File: src/rtl/unified_mem_arbiter.sv
// rtl/unified_mem_arbiter.sv - round-robin arbiter sharing one memory port between fetch and load/store
module unified_mem_arbiter #(
    parameter int ADDR_W   = 32,
    parameter int DATA_W   = 32,
    parameter int MAX_WAIT = 15
) (
    input  logic              clk,
    input  logic              reset,
    input  logic              if_req,
    input  logic [ADDR_W-1:0] if_addr,
    output logic              if_gnt,
    output logic              if_rvalid,
    output logic [DATA_W-1:0] if_rdata,
    output logic              if_err,
    input  logic              ls_req,
    input  logic              ls_we,
    input  logic [1:0]        ls_size,
    input  logic [ADDR_W-1:0] ls_addr,
    input  logic [DATA_W-1:0] ls_wdata,
    output logic              ls_gnt,
    output logic              ls_rvalid,
    output logic [DATA_W-1:0] ls_rdata,
    output logic              ls_err,
    output logic              mem_req,
    output logic              mem_we,
    output logic [1:0]        mem_size,
    output logic [ADDR_W-1:0] mem_addr,
    output logic [DATA_W-1:0] mem_wdata,
    input  logic              mem_ready,
    input  logic [DATA_W-1:0] mem_rdata,
    output logic              busy
);
    localparam int CNT_W = $clog2(MAX_WAIT + 1);

    typedef enum logic [1:0] {IDLE, BUSY, MISAL} state_t;

    state_t             state, state_nxt;
    logic               owner;       // 1 = LS, 0 = IF
    logic               last_owner;
    logic [CNT_W-1:0]   wait_cnt;
    logic [1:0]         ls_size_eff;
    logic               ls_misal;
    logic               timeout;

    assign ls_size_eff = (ls_size == 2'b00) ? 2'b01 : ls_size;
    assign ls_misal    = (ls_size_eff == 2'b01 && ls_addr[1:0] != 2'b00) ||
                         (ls_size_eff == 2'b10 && ls_addr[0]);
    // Abort on the MAX_WAIT-th consecutive cycle without mem_ready.
    assign timeout     = !mem_ready && (wait_cnt == CNT_W'(MAX_WAIT - 1));
    assign busy        = (state != IDLE);

    always_comb begin
        state_nxt = state;
        if_gnt    = 1'b0;
        ls_gnt    = 1'b0;
        case (state)
            IDLE: begin
                if (if_req && (!ls_req || last_owner)) begin
                    if_gnt    = 1'b1;
                    state_nxt = BUSY;
                end else if (ls_req) begin
                    ls_gnt    = 1'b1;
                    state_nxt = ls_misal ? MISAL : BUSY;
                end
            end
            BUSY:    if (mem_ready || timeout) state_nxt = IDLE;
            MISAL:   state_nxt = IDLE;
            default: state_nxt = IDLE;
        endcase
    end

    always_ff @(posedge clk or posedge reset) begin
        if (reset) state <= IDLE;
        else       state <= state_nxt;
    end

    always_ff @(posedge clk or posedge reset) begin
        if (reset) begin
            owner      <= 1'b0;
            last_owner <= 1'b1;
            wait_cnt   <= '0;
            mem_req    <= 1'b0;
            mem_we     <= 1'b0;
            mem_size   <= 2'b00;
            mem_addr   <= '0;
            mem_wdata  <= '0;
            if_rvalid  <= 1'b0;
            if_rdata   <= '0;
            if_err     <= 1'b0;
            ls_rvalid  <= 1'b0;
            ls_rdata   <= '0;
            ls_err     <= 1'b0;
        end else begin
            if_rvalid <= 1'b0;
            if_rdata  <= '0;
            if_err    <= 1'b0;
            ls_rvalid <= 1'b0;
            ls_rdata  <= '0;
            ls_err    <= 1'b0;
            case (state)
                IDLE: begin
                    if (if_gnt) begin
                        owner      <= 1'b0;
                        last_owner <= 1'b0;
                        mem_req    <= 1'b1;
                        mem_we     <= 1'b0;
                        mem_size   <= 2'b01;
                        mem_addr   <= if_addr;
                    end else if (ls_gnt) begin
                        owner      <= 1'b1;
                        last_owner <= 1'b1;
                        if (!ls_misal) begin
                            mem_req   <= 1'b1;
                            mem_we    <= ls_we;
                            mem_size  <= ls_size_eff;
                            mem_addr  <= ls_addr;
                            mem_wdata <= ls_wdata;
                        end
                    end
                end
                BUSY: begin
                    if (mem_ready || timeout) begin
                        mem_req  <= 1'b0;
                        mem_we   <= 1'b0;
                        wait_cnt <= '0;
                        // Stores and aborts return zero data.
                        if (owner) begin
                            ls_rvalid <= 1'b1;
                            ls_err    <= !mem_ready;
                            ls_rdata  <= (mem_ready && !mem_we) ? mem_rdata : '0;
                        end else begin
                            if_rvalid <= 1'b1;
                            if_err    <= !mem_ready;
                            if_rdata  <= mem_ready ? mem_rdata : '0;
                        end
                    end else begin
                        wait_cnt <= wait_cnt + 1'b1;
                    end
                end
                MISAL: begin
                    ls_rvalid <= 1'b1;
                    ls_err    <= 1'b1;
                end
                default: ;
            endcase
        end
    end
endmodule

File: config.mk
export PLATFORM = sky130hd
export DESIGN_NAME = unified_mem_arbiter
export DESIGN_NICKNAME = d
export VERILOG_FILES = /design/src/rtl/unified_mem_arbiter.sv
export SDC_FILE = /design/constraint.sdc
export NUM_CORES = 1
export LEC_CHECK = 0
export CORE_MARGIN = 8
export CORE_UTILIZATION = 43
export CTS_CLUSTER_SIZE = 20
export DETAILED_ROUTE_END_ITERATION = 10
export PLACE_DENSITY_LB_ADDON = 0.3
export SYNTH_ARGS = -nofsm -noshare
export SYNTH_HDL_FRONTEND = slang
export SYNTH_SLANG_ARGS = --single-unit
File: constraint.sdc
create_clock -name clk -period 10.59 [get_ports clk]
set_input_delay 2.118 -clock clk [delete_from_list [all_inputs] [get_ports clk]]
set_output_delay 2.118 -clock clk [all_outputs]
set_load 0.01 [all_outputs]
==> flow_metrics.env, run 1 <==
export IMPL_place_hpwl_um=12850
export IMPL_clockPowerShare=0.268
export IMPL_post_cts_buffers=0
export IMPL_fin_area_mm2=0.008999
export IMPL_dp_cells=852
export IMPL_layout_worst_path_cycle_share=0.6178
export IMPL_postSynthCellCount=423
export IMPL_synthSimpleGateAreaFrac=0.1281
export IMPL_cts_tree="yes"
export IMPL_clk_pin_slew_ns=0.05
export IMPL_cpLargestDelayFamily="buffers and inverters"
export IMPL_finalNonFillerCells=883
export IMPL_slowest_stage="inv_2"
export IMPL_grt_pass1_wl_um=25430
export IMPL_first_global_vias=4611
export IMPL_setup_violations=0
export IMPL_setup_total_negative_slack_ns=0
export IMPL_layout_drive_gt1_share=0.1027
export IMPL_crit_buf_inv=3
export IMPL_post_synth_instance_area_mm2=0.005519
export IMPL_vias_per_cell=4.767
export IMPL_diodes=0
export IMPL_arrival_ns=4.42
export IMPL_portBuffers=274
export IMPL_pin_count=275
export IMPL_initial_core_util=0.4391
export IMPL_worst_slack_ns=4.048
export IMPL_cpPeakStageDelay_ns=0.78
export IMPL_cts_sinks=144
export IMPL_cts_hold_buf=0
export IMPL_cts_buffer_depth=2
export IMPL_synthMuxAreaShare=0.1290
export IMPL_ys_warn_count=0
export IMPL_layout_nets=840
export IMPL_clkLatencyLatePin_ns=0.41
export IMPL_power_density_mw_per_mm2=248.8
export IMPL_fin_util=0.7160
export IMPL_fmax_mhz=152.9
export IMPL_cts_max_level=4
export IMPL_synthAdderAreaFrac=0.01134
export IMPL_place_area_mm2=0.008401
export IMPL_critPathRequiredTime_ns=8.47
export IMPL_crit_top_cell="clkdlybuf4s50_1"
export IMPL_nFillCells=887
export IMPL_dp_slack_ns=4.044
export IMPL_die_h_um=129.3
export IMPL_area_growth_pct=63.05
export IMPL_maxSlewHeadroom=0.3196
export IMPL_wirelength_um=16980
export IMPL_fin_crit_ns=6.542
export IMPL_worst_r2r_path_depth=6
export IMPL_drv_cap=0
export IMPL_criticalPathCategory="in -> out"
export IMPL_ys_ff_latch=144
export IMPL_gp_congestion=0.8813
export IMPL_synth_top_family_by_area="multiplexers"
export IMPL_antenna_found_initial=0
export IMPL_die_w_um=129.3
export IMPL_wl_per_cell_um=19.23
export IMPL_hold_depth=1
export IMPL_power_share_sequential=0.361
export IMPL_finalMaxSlewViolations=0
export IMPL_rows=41
export IMPL_crit_chain="clkdlybuf4s50_1 > nand2b_1 > nand3_1 > inv_2 > clkdlybuf4s50_1"
export IMPL_status="completed"
export IMPL_worst_pin_slew_ns=1.019
export IMPL_synthesis_nets=564
export IMPL_p_comb_frac=0.371
export IMPL_grt_max_degree=79
export IMPL_ctsResizeCount=0
export IMPL_drt_iter0_drc=250
export IMPL_track_usage=0.2027
export IMPL_dieArea_mm2=0.01672
export IMPL_ff_latch_area_mm2=0.003605
export IMPL_postRouteAntennaNets=0
export IMPL_synthXorXnorAreaFrac=0.003174
export IMPL_max_vdd_ir_drop_mv=0.1312
export IMPL_coreArea_mm2=0.01257
export IMPL_dr_total_vias=4209
export IMPL_switching_share=0.2961
export IMPL_avgSynthCellArea_um2=13.05
export IMPL_synth_compound_area_share=0.04874
export IMPL_rsz0062_at_grt="no"
export IMPL_drc_errors=0
export IMPL_worstPathMaxFanout=67
export IMPL_p_int_mw=1.576
export IMPL_synth_distinct_cells=34
export IMPL_multi_input_area_mm2=0.001773
export IMPL_p_sw_mw=0.6630
export IMPL_min_path_type="reg -> reg"
export IMPL_overflow=0
export IMPL_start_kind="primary input"
export IMPL_seq_area_frac_synth=0.6531
export IMPL_first_pass_iters=4
export IMPL_p_leak_nw=3.869
export IMPL_hold_viol_final=0
export IMPL_root_buffer="clkbuf_16"
export IMPL_worst_path_stages=5
export IMPL_fin_skew_ns=0.008627
export IMPL_endpoint_kind="output pin"
export IMPL_numCtsBuffers=17
[per-stage QoR]
step / hold slack, ns / total power, mW
floorplan: 0.4894 / 1.176
global placement: 0.4881 / 1.630
detailed placement: 0.4940 / 1.658
CTS: 0.5075 / 2.267
global route: 0.5186 / 2.359
finish: 0.5044 / 2.239
[placed cells by master, fill, tap and decap left out, types with 2 or more instances in the layout]
master           instances
clkdlybuf4s50_1        274
dfrtp_1                143
and2_1                  66
nand2_1                 39
mux2i_1                 34
mux2_2                  33
o21ai_1                 28
clkbuf_16               17
nor2_1                   9
o21ai_0                  9
inv_1                    6
ha_1                     5
buf_4                    4
nor2b_1                  3
clkbuf_1                 3
clkinv_4                 3
bufinv_16                3
nand2b_1                 2
nor3b_1                  2
nor3_1                   2
xor2_1                   2
a21o_1                   2
clkinv_2                 2
clkbuf_8                 2
[area by class of cell]
| cell class | count | area share |
|---|---|---|
| Timing Repair Buffer | 278 | 0.3081 |
| Clock inverter | 9 | 0.01488 |
| Clock buffer | 22 | 0.05159 |
| Tap cell | 172 | 0.02392 |
| Inverter | 8 | 0.003893 |
| Sequential cell | 144 | 0.4006 |
| Multi-Input combinational cell | 250 | 0.1970 |
[registers in the layout, summed over array words and instances, names as in the netlist]
| register | flops |
|---|---|
| if_rdata | 32 |
| ls_rdata | 32 |
| mem_addr | 32 |
| mem_wdata | 32 |
| wait_cnt | 4 |
| mem_size | 2 |
| state | 2 |
| if_err | 1 |
| if_rvalid | 1 |
| last_owner | 1 |
| ls_err | 1 |
| ls_rvalid | 1 |
| mem_req | 1 |
| mem_we | 1 |
| owner | 1 |
[metal layers]
layer  track usage  routed length [um]
met5             0                   0
met4       0.09053                 410
met3        0.1113                2278
met2        0.3346                8071
met1        0.2078                6220
[kinds of logic (layout without fill, tap and decap cells)]
kind of cell / count (synthesis) / count (layout)
AOI/OAI and AO/OA: 47 / 47
xor gates and xnor gates: 2 / 2
adders and majority gates: 5 / 5
muxes: 67 / 67
buffers and inverters: 29 / 317
DFF: 144 / 144
and+or+nand+nor: 129 / 129
[cells in the mapped netlist]
library cell  instances  area share
dfrtp_1             143        0.65
and2_1               66       0.075
nand2_1              39       0.027
mux2i_1              34       0.062
mux2_2               33       0.067
o21ai_1              28       0.025
clkbuf_1             13      0.0088
nor2_1                9      0.0061
o21ai_0               9      0.0082
inv_1                 8      0.0054
ha_1                  5       0.011
buf_6                 4      0.0082
buf_2                 3      0.0027
nor2b_1               3      0.0034
nor3b_1               3      0.0041
a21o_1                2      0.0027
nand2b_1              2      0.0023
nor3_1                2      0.0018
xor2_1                2      0.0032
a21oi_1               1     0.00091
a311oi_2              1      0.0027
a31oi_1               1      0.0011
and3b_1               1      0.0016
buf_4                 1      0.0014
dfstp_2               1      0.0048
nand3_1               1     0.00091
nand4_1               1      0.0011
nor4_4                1      0.0039
o211ai_1              1      0.0014
o21a_1                1      0.0014
o21ba_2               1      0.0018
o221a_2               1      0.0020
o22ai_1               1      0.0011
or3b_1                1      0.0016
[power groups by stage]
stage / logic (mW) / registers [mW] / clock network [mW]
detailed placement: 0.839 / 0.819 / 0
global placement: 0.821 / 0.809 / 0
CTS: 0.845 / 0.810 / 0.611
global route: 0.893 / 0.830 / 0.635
finish: 0.830 / 0.809 / 0.599
floorplan: 0.287 / 0.889 / 0
[path summary, 6_finish.rpt]
check                                          from                   endpoint  slack, ns
max                                          ls_req                     if_gnt       4.05
min                        mem_wdata[9]$_DFFE_PP0P_   mem_wdata[9]$_DFFE_PP0P_       0.50
max reg2reg                    state[0]$_DFFE_PP0P_  mem_wdata[26]$_DFFE_PP0P_       7.98
min reg2reg                mem_wdata[9]$_DFFE_PP0P_   mem_wdata[9]$_DFFE_PP0P_       0.50
max in group asynchronous                     reset      ls_rdata[8]$_DFF_PP0_       6.99
min in group asynchronous                     reset   mem_wdata[4]$_DFFE_PP0P_       2.16
[worst reg2reg max path, cell delays in order, from the launching register on]
cell and delay, ns:
dfrtp_1 0.38, inv_1 0.10, ha_1 0.30, nand2_1 0.16, nor4_4 0.27, buf_4 0.79, mux2_2 0.51
No activity file was read; power rests on OpenSTA's default activity.
==> run 2: changes to the inputs <==
Settings changed: CORE_UTILIZATION 43 to 36.
Clock period 10.59 ns to 5.73 ns, I/O delays scaled along.
==> flow_metrics.env, run 2 (synthesis results as in run 1) <==
export IMPL_status="completed"
export IMPL_grt_pass1_wl_um=26500
export IMPL_portBuffers=274
export IMPL_drv_cap=0
export IMPL_rsz0062_at_grt="no"
export IMPL_worstPathMaxFanout=6
export IMPL_track_usage=0.1744
export IMPL_arrival_ns=2.71
export IMPL_postRouteAntennaNets=0
export IMPL_place_hpwl_um=12780
export IMPL_p_leak_nw=3.858
export IMPL_dieArea_mm2=0.01955
export IMPL_setup_violations=0
export IMPL_die_h_um=139.8
export IMPL_start_kind="primary input"
export IMPL_holdPathEnd="mem_wdata[4]$_DFFE_PP0P_"
export IMPL_post_cts_buffers=0
export IMPL_diodes=0
export IMPL_maxSlewHeadroom=0.3280
export IMPL_cts_max_level=4
export IMPL_layout_drive_gt1_share=0.1094
export IMPL_die_w_um=139.8
export IMPL_root_buffer="clkbuf_16"
export IMPL_nFillCells=1213
export IMPL_fin_area_mm2=0.008996
export IMPL_coreArea_mm2=0.01509
export IMPL_first_global_vias=4669
export IMPL_dp_cells=869
export IMPL_cts_sinks=144
export IMPL_finalMaxSlewViolations=0
export IMPL_worst_r2r_path_depth=6
export IMPL_dr_total_vias=4180
export IMPL_final_common_cell="clkdlybuf4s50_1"
export IMPL_cts_buffer_depth=2
export IMPL_holdCritStartpoint="mem_wdata[4]$_DFFE_PP0P_"
export IMPL_gp_congestion=0.8358
export IMPL_grt_max_degree=103
export IMPL_p_int_mw=2.821
export IMPL_cts_tree="yes"
export IMPL_pin_count=275
export IMPL_r2r_slack_ns=3.14
export IMPL_fin_crit_ns=3.854
export IMPL_rows=45
export IMPL_endpoint_kind="output pin"
export IMPL_area_growth_pct=63.00
export IMPL_reg2reg_from="state[0]$_DFFE_PP0P_"
export IMPL_worst_pin_slew_ns=1.008
export IMPL_fmax_mhz=259.5
export IMPL_first_pass_iters=4
export IMPL_numCtsBuffers=17
export IMPL_max_vdd_ir_drop_mv=0.2143
export IMPL_min_path_type="reg -> reg"
export IMPL_dp_slack_ns=1.839
export IMPL_clockPowerShare=0.257
export IMPL_fin_skew_ns=0.009218
export IMPL_critPathRequiredTime_ns=4.58
export IMPL_worst_slack_ns=1.876
export IMPL_clkLatencyLatePin_ns=0.41
export IMPL_place_area_mm2=0.008428
export IMPL_worstReg2RegEnd="mem_wdata[31]$_DFFE_PP0P_"
export IMPL_initial_core_util=0.3658
export IMPL_hold_viol_final=0
export IMPL_wirelength_um=16830
export IMPL_ctsResizeCount=0
export IMPL_cts_hold_buf=0
export IMPL_power_share_sequential=0.368
export IMPL_p_comb_frac=0.375
export IMPL_finalHoldWorstSlack_ns=0.5067
export IMPL_vias_per_cell=4.639
export IMPL_finalNonFillerCells=901
export IMPL_p_sw_mw=1.255
export IMPL_wl_per_cell_um=18.68
export IMPL_overflow=0
export IMPL_clk_pin_slew_ns=0.06
export IMPL_fin_util=0.5962
export IMPL_criticalPathCategory="in -> out"
export IMPL_layout_worst_path_cycle_share=0.6725
export IMPL_hold_depth=1
export IMPL_drt_iter0_drc=190
export IMPL_switching_share=0.3079
export IMPL_power_density_mw_per_mm2=453.2
export IMPL_power_mw=4.077
export IMPL_drc_errors=0
export IMPL_mostFrequentLayoutCells="274 x clkdlybuf4s50_1, 143 x dfrtp_1, 66 x and2_1, 39 x nand2_1, 34 x mux2i_1"
export IMPL_setup_total_negative_slack_ns=0
export IMPL_antenna_found_initial=0
export IMPL_layout_nets=841
run 2: cell count changes in the layout (fill, tap and decap cells not counted):
cell / change
clkbuf_8: -1
clkinv_2: +1
bufinv_16: -2
buf_4: +1
clkinvlp_4: +2
inv_6: +5
clkinv_4: -1
clkbuf_1: -3
run 2: area by class of cell:
| cell class | count | area (um^2) | share of cell area |
|---|---|---|---|
| Clock buffer | 18 | 439.2 | 0.04882 |
| Clock inverter | 14 | 128.9 | 0.01433 |
| Inverter | 8 | 35.03 | 0.003894 |
| Multi-Input combinational cell | 250 | 1773 | 0.1971 |
| Sequential cell | 144 | 3605 | 0.4007 |
| Tap cell | 188 | 235.2 | 0.02615 |
| Timing Repair Buffer | 279 | 2780 | 0.3090 |
run 2: worst max-delay path by stage:
stage                             to  slack, ns  depth (start not counted)   start
floorplan           if_err$_DFF_PP0_       0.72                          1   reset
global placement              if_gnt       1.90                          5  ls_req
detailed placement            if_gnt       1.84                          5  ls_req
CTS                           if_gnt       1.85                          5  ls_req
global route                  if_gnt       1.78                          5  ls_req
finish                        if_gnt       1.88                          5  ls_req
run 2: routing by layer:
metal / wire length [um] / global-route usage / vias up
met1: 6651 / 0.1942 / 1989
li1: - / - / 1964
met4: 232 / 0.06000 / 0
met3: 2167 / 0.09644 / 15
met5: 0 / 0 / -
met2: 7780 / 0.2776 / 212
run 2: power by group through the flow:
stage	logic [mW]	clock network, mW	registers [mW]
finish	1.53	1.05	1.50
global route	1.65	1.12	1.54
CTS	1.56	1.08	1.50
detailed placement	1.56	0	1.52
global placement	1.53	0	1.50
floorplan	0.531	0	1.64
run 2: worst max-delay path: stages:
cell,delay (ns)
clkdlybuf4s50_1,0.50
nand2b_1,0.14
nand3_1,0.18
inv_2,0.15
clkdlybuf4s50_1,0.58
==> run 3: changes to the inputs <==
Settings changed: CORE_UTILIZATION 36 to 40.
Clock period 5.73 ns to 4 ns, I/O delays scaled along.
==> flow_metrics.env, run 3 (synthesis results as in run 1) <==
export IMPL_p_leak_nw=3.895
export IMPL_r2r_slack_ns=1.75
export IMPL_arrival_ns=2.38
export IMPL_crit_chain="clkdlybuf4s50_1 > and2_1 > nor2_1 > clkdlybuf4s50_1"
export IMPL_crit_top_cell="clkdlybuf4s50_1"
export IMPL_endpoint_kind="output pin"
export IMPL_layout_nets=842
export IMPL_initial_core_util=0.4039
export IMPL_rows=43
export IMPL_portBuffers=274
export IMPL_clk_pin_slew_ns=0.06
export IMPL_timing_critical_path_from="if_req"
export IMPL_slowest_stage="clkdlybuf4s50_1"
export IMPL_diodes=0
export IMPL_overflow=0
export IMPL_dieArea_mm2=0.01781
export IMPL_crit_buf_inv=2
export IMPL_ctsResizeCount=0
export IMPL_wl_per_cell_um=18.64
export IMPL_fin_skew_ns=0.005081
export IMPL_dr_total_vias=4204
export IMPL_reg2reg_from="state[0]$_DFFE_PP0P_"
export IMPL_use_met1=0.2061
export IMPL_gp_congestion=0.7904
export IMPL_mostFrequentLayoutCells="274 x clkdlybuf4s50_1, 143 x dfrtp_1, 66 x and2_1, 39 x nand2_1, 34 x mux2i_1"
export IMPL_status="completed"
export IMPL_max_vdd_ir_drop_mv=0.3354
export IMPL_place_hpwl_um=12550
export IMPL_final_common_cell="clkdlybuf4s50_1"
export IMPL_drc_errors=0
export IMPL_grt_pass1_wl_um=25590
export IMPL_critPathRequiredTime_ns=3.20
export IMPL_numCtsBuffers=17
export IMPL_antenna_found_initial=0
export IMPL_track_usage=0.1867
export IMPL_area_growth_pct=64.68
export IMPL_hold_viol_final=0
export IMPL_worst_r2r_path_depth=6
export IMPL_setup_violations=0
export IMPL_layout_drive_gt1_share=0.1092
export IMPL_worst_pin_slew_ns=0.6427
export IMPL_cts_buffer_depth=2
export IMPL_wirelength_um=16670
export IMPL_cts_tree="yes"
export IMPL_setup_total_negative_slack_ns=0
export IMPL_root_buffer="clkbuf_16"
export IMPL_worstReg2RegEnd="mem_wdata[22]$_DFFE_PP0P_"
export IMPL_grt_max_degree=94
export IMPL_use_met3=0.09639
export IMPL_layout_worst_path_cycle_share=0.7958
export IMPL_first_pass_iters=4
export IMPL_postRouteAntennaNets=0
export IMPL_worstSetupEndpoint="ls_gnt"
export IMPL_pin_count=275
export IMPL_rsz0062_at_grt="no"
export IMPL_drv_cap=0
export IMPL_maxSlewHeadroom=0.5716
export IMPL_grt_use_met2=0.2991
export IMPL_cts_hold_buf=0
export IMPL_cts_max_level=4
export IMPL_first_global_vias=4540
export IMPL_fmax_mhz=314.1
export IMPL_drt_iter0_drc=152
export IMPL_post_cts_buffers=0
export IMPL_coreArea_mm2=0.01367
export IMPL_worst_path_stages=4
export IMPL_die_h_um=133.5
export IMPL_cts_sinks=144
export IMPL_worstPathMaxFanout=5
export IMPL_clkLatencyLatePin_ns=0.41
export IMPL_criticalPathCategory="in -> out"
export IMPL_finalHoldWorstSlack_ns=0.5065
export IMPL_power_density_mw_per_mm2=662.5
export IMPL_fin_crit_ns=3.183
export IMPL_cpPeakStageDelay_ns=0.62
export IMPL_vias_per_cell=4.702
export IMPL_busiest_layer="met2"
export IMPL_die_w_um=133.5
export IMPL_start_kind="primary input"
export IMPL_finalMaxSlewViolations=0
export IMPL_cpLargestDelayFamily="buffers and inverters"
export IMPL_min_path_type="reg -> reg"
run 3: metal layers:
layer  part of all wire  up-vias
met2               0.47      211
met3               0.12       20
li1                   -     1962
met1               0.39     2011
met5                  0        -
met4              0.020        0
run 3: how the worst min path moves through the flow:
stage	start	endpoint	slack, ns	cells past startpoint
2_1_floorplan	owner$_DFFE_PP0P_	if_rvalid$_DFF_PP0_	0.49	1
3_3_place_gp	mem_wdata[3]$_DFFE_PP0P_	mem_wdata[3]$_DFFE_PP0P_	0.49	1
3_5_place_dp	mem_wdata[5]$_DFFE_PP0P_	mem_wdata[5]$_DFFE_PP0P_	0.49	1
4_1_cts	mem_wdata[5]$_DFFE_PP0P_	mem_wdata[5]$_DFFE_PP0P_	0.51	1
5_1_grt	mem_wdata[28]$_DFFE_PP0P_	mem_wdata[28]$_DFFE_PP0P_	0.52	1
6_report	mem_wdata[12]$_DFFE_PP0P_	mem_wdata[12]$_DFFE_PP0P_	0.51	1
run 3: area by class of cell:
type	instances	area (um^2)
multi-input combinational	250	1773
sequential	144	3605
timing repair buffer	280	2813
inverter	8	33.78
fill	1043	4577
clock buffer	20	456.7
clock inverter	12	182.7
tap	180	225.2
run 3: through the flow:
stage	cells	util	setup slack [ns]	area (um^2)	power, mW
after floorplan	423	-	1.396	5523	3.114
final	894	0.6651	0.8168	9089	6.021
after global routing	894	0.6651	0.7072	9089	6.337
after global placement	862	0.6183	0.8540	8449	4.325
after CTS	894	0.6651	0.8097	9089	6.114
after detailed placement	862	0.6183	0.8257	8449	4.401
run 3: power breakdown:
| group | switching [mW] | internal (mW) | leakage, nW | total [mW] |
|---|---|---|---|---|
| clock network | 0.605 | 1.08 | 0.303 | 1.69 |
| registers | 0.227 | 1.92 | 1.86 | 2.14 |
| logic | 0.942 | 1.25 | 1.73 | 2.19 |
| total | 1.77 | 4.25 | 3.90 | 6.02 |
